**src/rtl/arbiter_pkg.sv**
```systemverilog
// Shared definitions for the output-stationary arbiter and its descriptor FIFO:
// stage encoding and descriptor field widths.
package arbiter_pkg;

    localparam int unsigned STAGE_WIDTH    = 2;
    localparam int unsigned DEF_ADDR_WIDTH = 32;
    localparam int unsigned DEF_CFG_WIDTH  = 16;

    // Read stages are CONFIG, WEIGHTS and ACT; PSUM is the write-back stage.
    typedef enum logic [STAGE_WIDTH-1:0] {
        STAGE_CONFIG  = 2'd0,
        STAGE_WEIGHTS = 2'd1,
        STAGE_ACT     = 2'd2,
        STAGE_PSUM    = 2'd3
    } stage_e;

endpackage

```
**src/rtl/desc_fifo_mem.sv**
```systemverilog
// Descriptor storage: synchronous write port, asynchronous read port, no reset.
module desc_fifo_mem #(
    parameter int unsigned WIDTH = 50,
    parameter int unsigned DEPTH = 8,
    parameter int unsigned AW    = $clog2(DEPTH)
) (
    input  logic             w_clock,
    input  logic             wr_en,
    input  logic [AW-1:0]    wr_addr,
    input  logic [WIDTH-1:0] wr_data,
    input  logic [AW-1:0]    rd_addr,
    output logic [WIDTH-1:0] rd_data
);

    logic [WIDTH-1:0] mem [DEPTH];

    // Write the pushed descriptor into the addressed slot.
    always_ff @(posedge w_clock) begin
        if (wr_en) begin
            mem[wr_addr] <= wr_data;
        end
    end

    assign rd_data = mem[rd_addr];

endmodule

```
**src/rtl/arbiter_desc_fifo.sv**
```systemverilog
// Descriptor FIFO: holds per-stage transfer descriptors pushed by the config
// loader and hands them to the arbiter one per stage, flagging stage mismatch,
// underflow and zero-length bursts with sticky error bits.
module arbiter_desc_fifo
    import arbiter_pkg::*;
#(
    parameter int unsigned MAIN_MEM_ADDR_WIDTH = DEF_ADDR_WIDTH,
    parameter int unsigned CONFIG_WIDTH        = DEF_CFG_WIDTH,
    parameter int unsigned DEPTH               = 8,
    parameter int unsigned CNT_WIDTH           = $clog2(DEPTH) + 1
) (
    input  logic                           w_clock,
    input  logic                           w_reset,
    input  logic                           w_flush,
    input  logic                           w_push_valid,
    output logic                           w_push_ready,
    input  logic [STAGE_WIDTH-1:0]         w_push_stage,
    input  logic [CONFIG_WIDTH-1:0]        w_push_burst,
    input  logic [MAIN_MEM_ADDR_WIDTH-1:0] w_push_addr,
    input  logic                           w_pop,
    input  logic [STAGE_WIDTH-1:0]         w_expect_stage,
    output logic                           w_pop_valid,
    output logic [STAGE_WIDTH-1:0]         w_pop_stage,
    output logic [CONFIG_WIDTH-1:0]        w_pop_burst,
    output logic [MAIN_MEM_ADDR_WIDTH-1:0] w_pop_addr,
    output logic [CNT_WIDTH-1:0]           w_count,
    output logic                           w_err_stage,
    output logic                           w_err_underflow,
    output logic                           w_err_zero,
    input  logic                           w_clear_err
);

    localparam int unsigned PTR_W  = $clog2(DEPTH);
    localparam int unsigned DATA_W = STAGE_WIDTH + CONFIG_WIDTH + MAIN_MEM_ADDR_WIDTH;

    localparam logic [0:0] OCC_EMPTY    = 1'b0;
    localparam logic [0:0] OCC_NONEMPTY = 1'b1;

    logic [PTR_W-1:0]     wr_ptr;
    logic [PTR_W-1:0]     rd_ptr;
    logic [CNT_WIDTH-1:0] count;
    logic [CNT_WIDTH-1:0] count_next;
    logic                 push_ready_q;
    logic [0:0]           occ_state;
    logic [DATA_W-1:0]    head;
    logic                 push_ok;
    logic                 pop_ok;
    logic                 zero_bad;
    logic                 under_bad;
    logic                 stage_bad;

    assign occ_state   = (count == '0) ? OCC_EMPTY : OCC_NONEMPTY;
    assign w_pop_valid = (occ_state == OCC_NONEMPTY);

    // Flush suppresses every push/pop effect in its cycle, including error reporting.
    assign push_ok   = !w_flush && w_push_valid && push_ready_q && (w_push_burst != '0);
    assign pop_ok    = !w_flush && w_pop && w_pop_valid;
    assign zero_bad  = !w_flush && w_push_valid && (w_push_burst == '0);
    assign under_bad = !w_flush && w_pop && !w_pop_valid;
    assign stage_bad = pop_ok && (w_pop_stage != w_expect_stage);

    desc_fifo_mem #(
        .WIDTH (DATA_W),
        .DEPTH (DEPTH),
        .AW    (PTR_W)
    ) u_mem (
        .w_clock (w_clock),
        .wr_en   (push_ok),
        .wr_addr (wr_ptr),
        .wr_data ({w_push_stage, w_push_burst, w_push_addr}),
        .rd_addr (rd_ptr),
        .rd_data (head)
    );

    assign w_pop_stage  = w_pop_valid ? head[DATA_W-1 -: STAGE_WIDTH] : '0;
    assign w_pop_burst  = w_pop_valid ? head[MAIN_MEM_ADDR_WIDTH +: CONFIG_WIDTH] : '0;
    assign w_pop_addr   = w_pop_valid ? head[MAIN_MEM_ADDR_WIDTH-1:0] : '0;
    assign w_count      = count;
    assign w_push_ready = push_ready_q;

    // Next occupancy from accepted push/pop; flush empties outright.
    always_comb begin
        count_next = count;
        if (w_flush) begin
            count_next = '0;
        end else if (push_ok && !pop_ok) begin
            count_next = count + CNT_WIDTH'(1);
        end else if (!push_ok && pop_ok) begin
            count_next = count - CNT_WIDTH'(1);
        end
    end

    // Pointer, occupancy and registered ready update.
    always_ff @(posedge w_clock or posedge w_reset) begin
        if (w_reset) begin
            wr_ptr       <= '0;
            rd_ptr       <= '0;
            count        <= '0;
            push_ready_q <= 1'b1;
        end else begin
            count        <= count_next;
            push_ready_q <= (count_next != CNT_WIDTH'(DEPTH));
            if (w_flush) begin
                wr_ptr <= '0;
                rd_ptr <= '0;
            end else begin
                if (push_ok) wr_ptr <= wr_ptr + PTR_W'(1);
                if (pop_ok)  rd_ptr <= rd_ptr + PTR_W'(1);
            end
        end
    end

    // Sticky error flags; a new error in the clearing cycle wins.
    always_ff @(posedge w_clock or posedge w_reset) begin
        if (w_reset) begin
            w_err_stage     <= 1'b0;
            w_err_underflow <= 1'b0;
            w_err_zero      <= 1'b0;
        end else begin
            w_err_stage     <= (w_err_stage     && !w_clear_err) || stage_bad;
            w_err_underflow <= (w_err_underflow && !w_clear_err) || under_bad;
            w_err_zero      <= (w_err_zero      && !w_clear_err) || zero_bad;
        end
    end

endmodule

```
**config.mk**
```make
export PLATFORM = sky130hd
export DESIGN_NAME = arbiter_desc_fifo
export DESIGN_NICKNAME = d
export VERILOG_FILES = /design/src/rtl/arbiter_pkg.sv /design/src/rtl/desc_fifo_mem.sv /design/src/rtl/arbiter_desc_fifo.sv
export SDC_FILE = /design/constraint.sdc
export NUM_CORES = 1
export LEC_CHECK = 0
export BUFFER_PORTS_ARGS = -buffer_cell sky130_fd_sc_hd__buf_4
export CAP_MARGIN = 10
export CORE_MARGIN = 5
export CORE_UTILIZATION = 60
export CTS_CLUSTER_DIAMETER = 120
export CTS_CLUSTER_SIZE = 40
export DETAILED_ROUTE_END_ITERATION = 10
export PLACE_DENSITY = 0.79
export SYNTH_ARGS = -nofsm -noshare
export SYNTH_HDL_FRONTEND = slang
export SYNTH_SLANG_ARGS = --single-unit
```
**constraint.sdc**
```tcl
create_clock -name w_clock -period 9.2 [get_ports w_clock]
set_clock_uncertainty 0.15 [all_clocks]
set_input_delay 0.92 -clock w_clock [delete_from_list [all_inputs] [get_ports w_clock]]
set_output_delay 0.92 -clock w_clock [all_outputs]
set_load 0.1 [all_outputs]
```
After elaboration in Yosys (flattened, before gate mapping):

Memory sizes are Yosys's and may differ from the RTL's.
Index checks and enable logic that the tools add are counted.

* register bits: 14
* logic and storage cells: 52
* memories kept: 1
* bits in writable memories: 400
* input port bits: 58
* output and inout bits: 59

Memories
* u_mem.mem: words 8, width 50, read ports 1, clocked after memory_dff 0, write ports 1, RTL line desc_fifo_mem.sv:15 `logic [WIDTH-1:0] mem [DEPTH];`

* mux-type cells: 13
* reductions and logical operators: 25
* equality and inequality tests: 2
* add/sub/neg operators: 4

Operators with widths (count)
* 32-bit two-way mux: 1
* 16-bit logical NOT: 1
* 16-bit two-way mux: 1
* 16-bit nonzero test: 1
* 1-bit logical AND: 13
* 3-bit two-way mux: 4
* 4-bit two-way mux: 3
* 3-bit by 1-bit adder with 3-bit output, second input constant: 2
* 4-bit by 1-bit adder with 4-bit output, second input constant: 1
* 1-bit logical NOT: 4
* 4-bit logical NOT: 1
* 4-bit inequality test, second input constant: 1
* 2-bit nonzero test: 2
* 4-bit by 1-bit subtractor with 4-bit output, second input constant: 1
* 1-bit logical OR: 3
* 1-bit two-way mux: 3
* 2-bit two-way mux: 1
* 2-bit inequality test: 1

Longest topological paths before layout:

Gate-level depths: netlist of run 1.

* depth in word-level cells: 10
* gate-level depth with buffers: 9

Hierarchy:

Synthesis of run 1 repeated with hierarchy kept, for this count alone.

* cell total of the unflattened synthesis: 736
* area, all modules: 16636.0 µm²

Modules (own cells, without submodules)
* desc_fifo_mem: area each 15449.8 µm², times used 1, sequential area each 12011.5 µm², cells an instance 591
* arbiter_desc_fifo: area each 1186.1 µm², times used 1, sequential area each 351.6 µm², cells an instance 145

Worst setup path before layout of run 1:

No wires, ideal clock.

* path type: input to register
* start: input w_push_valid
* end: memory u_mem.mem[4][0] (enable)
* setup slack: 1.850 ns
* cell stages on the path: 3
* arrival time: 6.600 ns
* cells stage by stage: nor2b_1 > nand3_1 > nor4b_1

* word-level cells in the longest chain between the ends: 5

RTL lines
* from (decl): RTL line arbiter_desc_fifo.sv:15 `input logic w_push_valid,`
* 1-bit logical AND (3 in a row): RTL line arbiter_desc_fifo.sv:56 `assign push_ok = !w_flush && w_push_valid && push_ready_q && (w_push_burst != '0);`
* 1-bit two-way mux: RTL line desc_fifo_mem.sv:19 `if (wr_en) begin`
* 1-bit two-way mux (implied by the code): RTL line desc_fifo_mem.sv:20 `mem[wr_addr] <= wr_data;`
* to (decl): RTL line desc_fifo_mem.sv:15

No other way between the ends.

Worst setup path in the final report of run 1:

* start: register rd_ptr[1]
* end: output w_pop_addr[22]

* word-level cells in the longest chain between the ends: 2

RTL lines
* from (decl): RTL line arbiter_desc_fifo.sv:40 `logic [PTR_W-1:0] rd_ptr;`
* from (signal assigned): RTL line arbiter_desc_fifo.sv:108 `if (pop_ok) rd_ptr <= rd_ptr + PTR_W'(1);`
* memory read 8 x 50 bit
* 32-bit two-way mux: RTL line arbiter_desc_fifo.sv:77 `assign w_pop_addr = w_pop_valid ? head[MAIN_MEM_ADDR_WIDTH-1:0] : '0;`
* to (decl): RTL line arbiter_desc_fifo.sv:25 `output logic [MAIN_MEM_ADDR_WIDTH-1:0] w_pop_addr,`

No other way between the ends.

==> results of run 1 <==
area by class of cell:
| type | count | share of cell area (%) |
|---|---|---|
| Clock buffer | 23 | 2.281 |
| Inverter | 8 | 0.1690 |
| Clock inverter | 1 | 0.1690 |
| Antenna cell | 1 | 0.01408 |
| Tap cell | 335 | 2.359 |
| Multi-Input combinational cell | 272 | 19.67 |
| Sequential cell | 414 | 69.63 |
| Timing Repair Buffer | 135 | 5.703 |
critical path: cells and delay by family (launching register included):
| kind | cells | cell delay [ps] |
|---|---|---|
| mux | 2 | 430 |
| simple gates | 1 | 320 |
| buf+inv | 2 | 1140 |
| flops | 1 | 820 |
final timing paths:
kind	cells after the start	slack [ps]	end
setup reg to reg	10	5760	w_push_ready$_DFF_PP1_
max in group asynchronous	2	8180	rd_ptr[2]$_DFFE_PP0P_
hold / removal	2	290	w_err_underflow$_DFF_PP0_
min in group w_clock	2	400	w_err_stage$_DFF_PP0_
hold reg to reg	2	400	w_err_stage$_DFF_PP0_
setup / recovery	5	4830	w_pop_addr[22]
cells in the final DEF, fill, tap and decap left out, drive strengths merged, types with 2 or more instances in the layout:
cell type / netlist / layout
xor2: 5 / 5
nor3: 2 / 2
nor4b: 3 / 3
nor3b: 3 / 3
inv: 8 / 8
o22ai: 2 / 2
o211a: 2 / 2
dfrtp: 13 / 13
nand2: 12 / 12
mux4: 100 / 100
nand3: 2 / 2
buf: 19 / 135
o21ai: 3 / 3
nor2: 59 / 59
edfxtp: 400 / 400
clkbuf: 17 / 23
mux2i: 52 / 52
ha: 4 / 4
nor4: 6 / 6
xnor2: 4 / 4
a21oi: 2 / 2
nand2b: 3 / 3
kinds of logic after synthesis:
kind of cell	after synthesis	share of synthesized area [%]
flops	414	77.29
mux	153	17.40
simple gates	95	2.824
buf+inv	44	1.181
compound gates	11	0.4928
xor+xnor	9	0.4928
fa+ha+maj	4	0.3129
per-stage QoR:
stage	cell area, µm²	total power, W	worst slack, ps	utilization (%)
global placement	17330	0.004571	5362	66.33
floorplan	16000	0.004093	1850	-
global route	17770	0.005554	4572	68.00
detailed placement	17330	0.004607	5359	66.33
CTS	17770	0.005408	4779	67.99
finish	17770	0.005364	4831	68.00
sequential cells by signal (all words and copies together) (netlist names):
signal / count
w_count: 4
u_mem.mem: 400
rd_ptr: 3
wr_ptr: 3
w_err_zero: 1
w_err_stage: 1
w_err_underflow: 1
w_push_ready: 1
power by group through the flow:
stage	sequential [W]	combinational (W)	clock (W)
after floorplan	0.00229	0.00181	0
after global placement	0.00224	0.00234	0
after detailed placement	0.00224	0.00237	0
after CTS	0.00220	0.00237	0.000838
after global routing	0.00221	0.00244	0.000903
final	0.00220	0.00235	0.000822
layer usage:
layer	vias up	global-route usage, %	wire (µm)
li1	3200	-	-
met1	3911	27.08	11920
met2	289	35.45	16070
met3	24	2.944	2045
met4	0	2.993	401
met5	-	0	0
==> metrics.txt, run 1 <==
cell-internal power=0.003039 W; Clock Latency Late Sink=510 ps; Initial DRT Pass Iterations=5; Synth Register Bits=414; Critical Path Most Common Cell=buf_4; worst reg2reg path startpoint=w_count[1]$_DFF_PP0_; max-slew violations=0; Post-Syn Area=0.01600 mm²; Worst IR Drop VDD=311.9 µV; total gr overflow=0; synthesized area per cell=21.91 µm²; Hold Vio Cnt, Final=0; max_cap viols=0; I/O Buffers=116; DIE HEIGHT=173.3 µm; number of remaining DRC errors=0; Yosys top cell area share=75.09%; Routed WL=30.44 mm; CTS Hold Bufs=0; Reg power frac=41.0%; Power Density=301.8 mW/mm²; Post-synth ARST share=3.382%; initial antenna violation count=1; Synth Flop Type=edfxtp_1; net switching power=0.002325 W; layout cell share with drive strength beyond 1=31.65%; register area share after synthesis=77.29%; post-route setup TNS=0 ps; Critical Path Fanout Max=62; largest net degree at the start of global routing=63; unrepaired setup endpoints after global routing=false; Comb power frac=43.7%; initial core utilization=61.21%; htree depth=1; Nets=907; CP arrival=3300 ps; leading area contributor after synthesis=edfxtp_1; number of CTS-inserted buffers=14; Core Area=0.02613 mm²; syn_nets=792; Sw Ratio=43.34%; Leakage=5.599 nW; storage element area=0.01237 mm²; most frequent cells after synthesis=edfxtp_1, mux4_2, nor2_1; CTS root buffer=clkbuf_16; launch point of the worst path=rd_ptr[1]$_DFFE_PP0P_; final setup vio count=0; die width=173.3 µm; CP Capture Type=output pin; most common cell in the netlist=edfxtp_1; slowest stage delay, CP=820 ps; Post-DP HPWL=17.53 mm; dpl cells=1164; period utilization=47.49%; CTS tree=yes; global-route wire length before repair=45.95 mm; antenna-violating nets left=0; Clock power frac=15.3%; status=finished, final reports clean; full die area=0.03002 mm²; number of global-route vias before repair=7816; Yosys warning count=0; P&R area growth vs syn=11.10%; Sink Count=414; num ports=117; vias=7424; register clock-pin slew on the reported worst setup and hold paths=140 ps; Core Rows=59; GRT Total Usage=19.87%; Fmax achieved=228.9 MHz; WL per Instance=25.60 µm; Least-Margin Pin Slew=1123 ps; vias per cell=6.244; post-CTS setup buffer count=0; Setup crit start kind=flop; leading post-synthesis cells by cell area=edfxtp_1, mux4_2, mux2i_1; area taken by multi-input logic gates=0.003496 mm²; Max clock buf depth=3; Post-synth EDFFs=400; post-CTS sizing=0; worst hold path type=input pin to asynchronous set/reset pin; CP Data Required Time=8130 ps; min Tclk post-route=4369 ps; Fill cells=1610; hold_ws=292.0 ps; Worst Path Class, Setup=flop to output pin; Syn Inst Count=730; slowest stage cell, crit path=dfrtp_4; Worst slew margin=25.15%; post-route insts no fill=1189; Placer Congestion=0.7625; initial DRC count=645; CP Cell Sequence=buf_4 -> mux4_2 -> mux2i_1 -> nor2_1 -> buf_4; Synth cell types=36
Power figures use the tool's default switching activity.
==> run 2, diff against run 1 <==
--- a/config.mk
+++ b/config.mk
@@ -8,11 +8,11 @@
 export BUFFER_PORTS_ARGS = -buffer_cell sky130_fd_sc_hd__buf_4
 export CAP_MARGIN = 10
 export CORE_MARGIN = 5
-export CORE_UTILIZATION = 60
+export CORE_UTILIZATION = 54
 export CTS_CLUSTER_DIAMETER = 120
 export CTS_CLUSTER_SIZE = 40
 export DETAILED_ROUTE_END_ITERATION = 10
-export PLACE_DENSITY = 0.79
+export PLACE_DENSITY = 0.76
 export SYNTH_ARGS = -nofsm -noshare
 export SYNTH_HDL_FRONTEND = slang
 export SYNTH_SLANG_ARGS = --single-unit
==> constraint.sdc (replaced) <==
create_clock -name w_clock -period 3.7 [get_ports w_clock]
set_clock_uncertainty 0.15 [all_clocks]
set_input_delay 0.37 -clock w_clock [delete_from_list [all_inputs] [get_ports w_clock]]
set_output_delay 0.37 -clock w_clock [all_outputs]
set_load 0.1 [all_outputs]
==> metrics.txt, run 2 (synthesized netlist as in run 1, its figures left out) <==
die width=182.1 µm; max-slew violations=0; post-route setup TNS=0 ps; initial DRC count=539; CP Data Required Time=3180 ps; Routed WL=30.60 mm; Power Density=729.2 mW/mm²; setup ws final=585.1 ps; CTS tree=yes; layout cell share with drive strength beyond 1=32.26%; Worst R2R Path Depth=3; CP Capture Type=output pin; Least-Margin Pin Slew=1121 ps; Worst slew margin=24.96%; Worst IR Drop VDD=580.1 µV; min Tclk post-route=3115 ps; Hold Crit Start=w_pop; register-to-register path setup slack=970 ps; number of remaining DRC errors=0; Top Metal Used=met4; full die area=0.03316 mm²; unrepaired setup endpoints after global routing=false; num ports=117; Setup crit start kind=flop; antenna-violating nets left=0; number of global-route vias before repair=7853; WL met1=12.90 mm; Fill cells=1987; most frequent cells in the layout=edfxtp_1, buf_4, mux4_2; vias per cell=5.819; Core Rows=63; CP arrival=2590 ps; htree depth=1; fin area=0.01857 mm²; register clock-pin slew on the reported worst setup and hold paths=130 ps; worst reg2reg path endpoint=u_mem.mem[4][46]$_DFFE_PP_; max reg flops=400; Hold EP=w_err_underflow$_DFF_PP0_; WL per Instance=23.64 µm; met3 wire length=1.586 mm; Worst Path Class, Setup=flop to output pin; Setup WS pre-CTS=622.2 ps; max_cap viols=0; global-route wire length before repair=47.10 mm; Max clock buf depth=3; initial antenna violation count=2; Sink Count=414; GRT Total Usage=18.46%; largest net degree at the start of global routing=56; CTS root buffer=clkbuf_16; total gr overflow=0; P&R area growth vs syn=16.09%; Area after DPL=0.01762 mm²; Initial DRT Pass Iterations=5; Post-DP HPWL=17.68 mm; number of CTS-inserted buffers=14; Hold Vio Cnt, Final=0; status=finished, final reports clean; Core Area=0.02948 mm²; WHS Path Cells=3; Critical Path Fanout Max=55; most common cell after layout, fill and taps aside=edfxtp_1; Placer Congestion=0.7914; worst reg2reg path startpoint=w_push_ready$_DFF_PP1_; register with the most flip-flops=u_mem.mem; I/O Buffers=116; post-CTS sizing=0; period utilization=84.19%; routed wl met2=15.66 mm; worst hold path type=input pin to flop; Nets=960; DIE HEIGHT=182.1 µm; vias=7530; initial core utilization=54.26%; final setup vio count=0; Leakage=5.839 nW; Fmax achieved=321.0 MHz; Clock Latency Late Sink=510 ps
-- run 2: cell types whose count changed in the layout (fill, tap and decap cells not counted), moves of 5 or more --
cell,previous run,this run
nor2_1,58,38
clkbuf_1,8,3
buf_4,135,126
nor2_2,0,20
buf_12,0,9
dlygate4sd3_1,0,53
-- run 2: final cells by class --
cell class | instances | area (µm²) | share of cell area (%)
clock inverter | 2 | 31.28 | 0.1685
clock buffer | 18 | 386.6 | 2.082
multi-input combinational | 272 | 3597 | 19.37
timing repair buffer | 188 | 1657 | 8.921
antenna | 2 | 5.005 | 0.02695
inverter | 8 | 30.03 | 0.1617
tap | 390 | 488.0 | 2.628
sequential | 414 | 12370 | 66.64
-- run 2: through the flow --
| stage | instances | hold WS [ps] | total power [W] | utilization, % |
|---|---|---|---|---|
| final | 1294 | 35.78 | 0.01354 | 62.99 |
| after global routing | 1293 | 26.82 | 0.01403 | 62.98 |
| after CTS | 1292 | 12.44 | 0.01365 | 62.97 |
| after detailed placement | 1219 | 309.0 | 0.01159 | 59.75 |
| after global placement | 1219 | 310.0 | 0.01155 | 59.75 |
| after floorplan | 730 | 108.5 | 0.01026 | - |
-- run 2: worst max-delay path by stage --
stage                     slack, ps                   endpoint                   start  cells past startpoint
final                           590              w_pop_addr[1]   rd_ptr[0]$_DFFE_PP0P_                      5
after global routing            450             w_pop_addr[26]   rd_ptr[0]$_DFFE_PP0P_                      5
after CTS                       530             w_pop_addr[29]   rd_ptr[0]$_DFFE_PP0P_                      5
after detailed placement        620  u_mem.mem[5][6]$_DFFE_PP_         w_push_burst[8]                      7
after global placement          660  u_mem.mem[2][4]$_DFFE_PP_         w_push_burst[9]                      7
after floorplan               -1080  u_mem.mem[4][0]$_DFFE_PP_  w_push_ready$_DFF_PP1_                      2
-- run 2: where the power goes --
part	total (W)	internal, W	switching (W)
sequential	0.00540	0.00529	0.000104
clock	0.00205	0.000775	0.00128
combinational	0.00609	0.00160	0.00450
-- run 2: routing by layer --
metal | vias up | global-route usage (%)
met1 | 3976 | 26.87
met2 | 222 | 31.41
met5 | - | 0
li1 | 3305 | -
met3 | 27 | 1.874
met4 | 0 | 3.392
-- run 2: critical path, stage by stage (launching register included) --
cell	delay [ps]
dfrtp_4	470
buf_12	350
mux4_2	560
mux2i_1	290
nor2_1	80
buf_4	250
-- run 2: timing repair --
| item | 4_1_cts | 5_1_grt |
|---|---|---|
| hold buffers | 53 | 0 |
| buffers inserted | 0 | 0 |
| setup endpoints to repair | 0 | 0 |
| endpoints found under the hold margin | 425 | 0 |
==> run 3, diff against run 2 <==
==> constraint.sdc (replaced) <==
create_clock -name w_clock -period 2.7 [get_ports w_clock]
set_clock_uncertainty 0.15 [all_clocks]
set_input_delay 0.27 -clock w_clock [delete_from_list [all_inputs] [get_ports w_clock]]
set_output_delay 0.27 -clock w_clock [all_outputs]
set_load 0.1 [all_outputs]
==> metrics.txt, run 3 (synthesized netlist as in run 1, its figures left out) <==
max reg flops=400; Placer Congestion=0.7330; slowest stage delay, CP=520 ps; Nets=1009; Max clock buf depth=3; setup ws final=-145.7 ps; CP arrival=2430 ps; Setup crit start kind=flop; vias per cell=5.884; number of remaining DRC errors=0; Hold Crit Start=w_expect_stage[1]; period utilization=105.4%; status=finished, violations left; initial DRC count=642; total gr overflow=0; antenna-violating nets left=0; unrepaired setup endpoints after global routing=true; P&R area growth vs syn=29.36%; number of CTS-inserted buffers=14; Worst Path Class, Setup=flop to output pin; max_cap viols=0; Core Rows=63; WL per Instance=26.00 µm; most common cell after layout, fill and taps aside=edfxtp_1; register-to-register path setup slack=220 ps; WL met1=14.31 mm; Layout Utilization=70.19%; Worst R2R Path Depth=10; WHS Path Cells=4; slowest stage cell, crit path=mux4_2; Hold EP=w_err_stage$_DFF_PP0_; initial antenna violation count=2; Post-DP HPWL=18.34 mm; Fmax achieved=351.4 MHz; Power Density=1066 mW/mm²; CTS root buffer=clkbuf_16; Hold Vio Cnt, Final=0; Sink Count=414; Critical Path Fanout Max=10; fin area=0.02069 mm²; full die area=0.03316 mm²; max-slew violations=0; Worst IR Drop VDD=1216 µV; register with the most flip-flops=u_mem.mem; num ports=117; CP Data Required Time=2280 ps; most frequent cells in the layout=edfxtp_1, mux4_2, buf_4; I/O Buffers=116; routed wl met2=18.22 mm; worst reg2reg path endpoint=w_push_ready$_DFF_PP1_; initial core utilization=54.26%; Worst slew margin=53.71%; Area after DPL=0.01834 mm²; CTS tree=yes; met3 wire length=1.741 mm; CP Cell Sequence=buf_12 -> buf_12 -> mux4_2 -> mux2i_2 -> nor2_2 -> buf_8; GRT Total Usage=20.98%; worst reg2reg path startpoint=w_count[0]$_DFF_PP0_; number of global-route vias before repair=8456; Top Metal Used=met4; htree depth=1; die width=182.1 µm; DIE HEIGHT=182.1 µm; min Tclk post-route=2846 ps; Routed WL=34.92 mm; CP Capture Type=output pin; Least-Margin Pin Slew=693.7 ps; failing checks=setup timing; register clock-pin slew on the reported worst setup and hold paths=140 ps; worst hold path type=input pin to flop; largest net degree at the start of global routing=55; Clock Latency Late Sink=520 ps; vias=7902; Core Area=0.02948 mm²; Initial DRT Pass Iterations=4; Critical Path Most Common Cell=buf_12; layout cell share with drive strength beyond 1=43.53%; final setup vio count=49; Leakage=6.518 nW; global-route wire length before repair=52.67 mm
## run 3: per-stage QoR
step	cells	power (W)	TNS [ps]	hold slack, ps	worst slack (ps)
3_5_place_dp	1245	0.01681	-906.4	222.3	-38.06
2_1_floorplan	730	0.01481	-167500	8.406	-643.3
6_report	1343	0.02206	-4086	35.12	-145.7
3_3_place_gp	1245	0.01676	0	211.4	8.638
4_1_cts	1339	0.02169	-4746	14.90	-162.4
5_1_grt	1343	0.02278	-7494	38.10	-202.3
## run 3: how the worst max path moves through the flow
stage | start | to | slack, ps | cells after the start
2_1_floorplan | w_push_ready$_DFF_PP1_ | u_mem.mem[4][0]$_DFFE_PP_ | -640 | 2
3_3_place_gp | w_push_burst[9] | w_push_ready$_DFF_PP1_ | 9 | 8
3_5_place_dp | w_push_burst[9] | u_mem.mem[2][2]$_DFFE_PP_ | -40 | 8
4_1_cts | rd_ptr[0]$_DFFE_PP0P_ | w_pop_addr[1] | -160 | 7
5_1_grt | rd_ptr[0]$_DFFE_PP0P_ | w_pop_burst[15] | -200 | 6
6_report | rd_ptr[0]$_DFFE_PP0P_ | w_pop_stage[0] | -150 | 6
## run 3: repair_timing
action / in CTS / in global routing
hold endpoints to repair: 425 / 0
pin swaps: 1 / 8
buffers inserted: 10 / 3
gates resized for setup: 166 / 49
gates cloned: 9 / 1
hold buffers: 55 / 0
endpoints found under the setup margin: 50 / 75
## run 3: worst max-delay path, delay by kind of cell (launching register included)
family	cells	cell delay [ps]
simple gates	1	120
buf+inv	3	540
mux	2	720
flops	1	510
## run 3: cell type report
| class | instances | area (µm²) |
|---|---|---|
| repair buffers | 237 | 3082 |
| diodes | 2 | 5.005 |
| flip-flops and latches | 414 | 12390 |
| well taps | 390 | 488.0 |
| multi-input cells | 272 | 4278 |
| clock buffers | 19 | 390.4 |
| fillers | 1722 | 8790 |
| inverters | 8 | 30.03 |
| clock inverters | 1 | 30.03 |
## run 3: layer usage
metal	track usage, %	vias up
met5	0	-
li1	-	3427
met1	30.16	4184
met2	36.02	255
met4	3.723	0
met3	2.392	36
## run 3: power breakdown
group | switching [W] | internal, W | total [W]
Clock | 0.00174 | 0.00106 | 0.00280
Combinational | 0.00734 | 0.00453 | 0.0119
Sequential | 0.000128 | 0.00726 | 0.00739
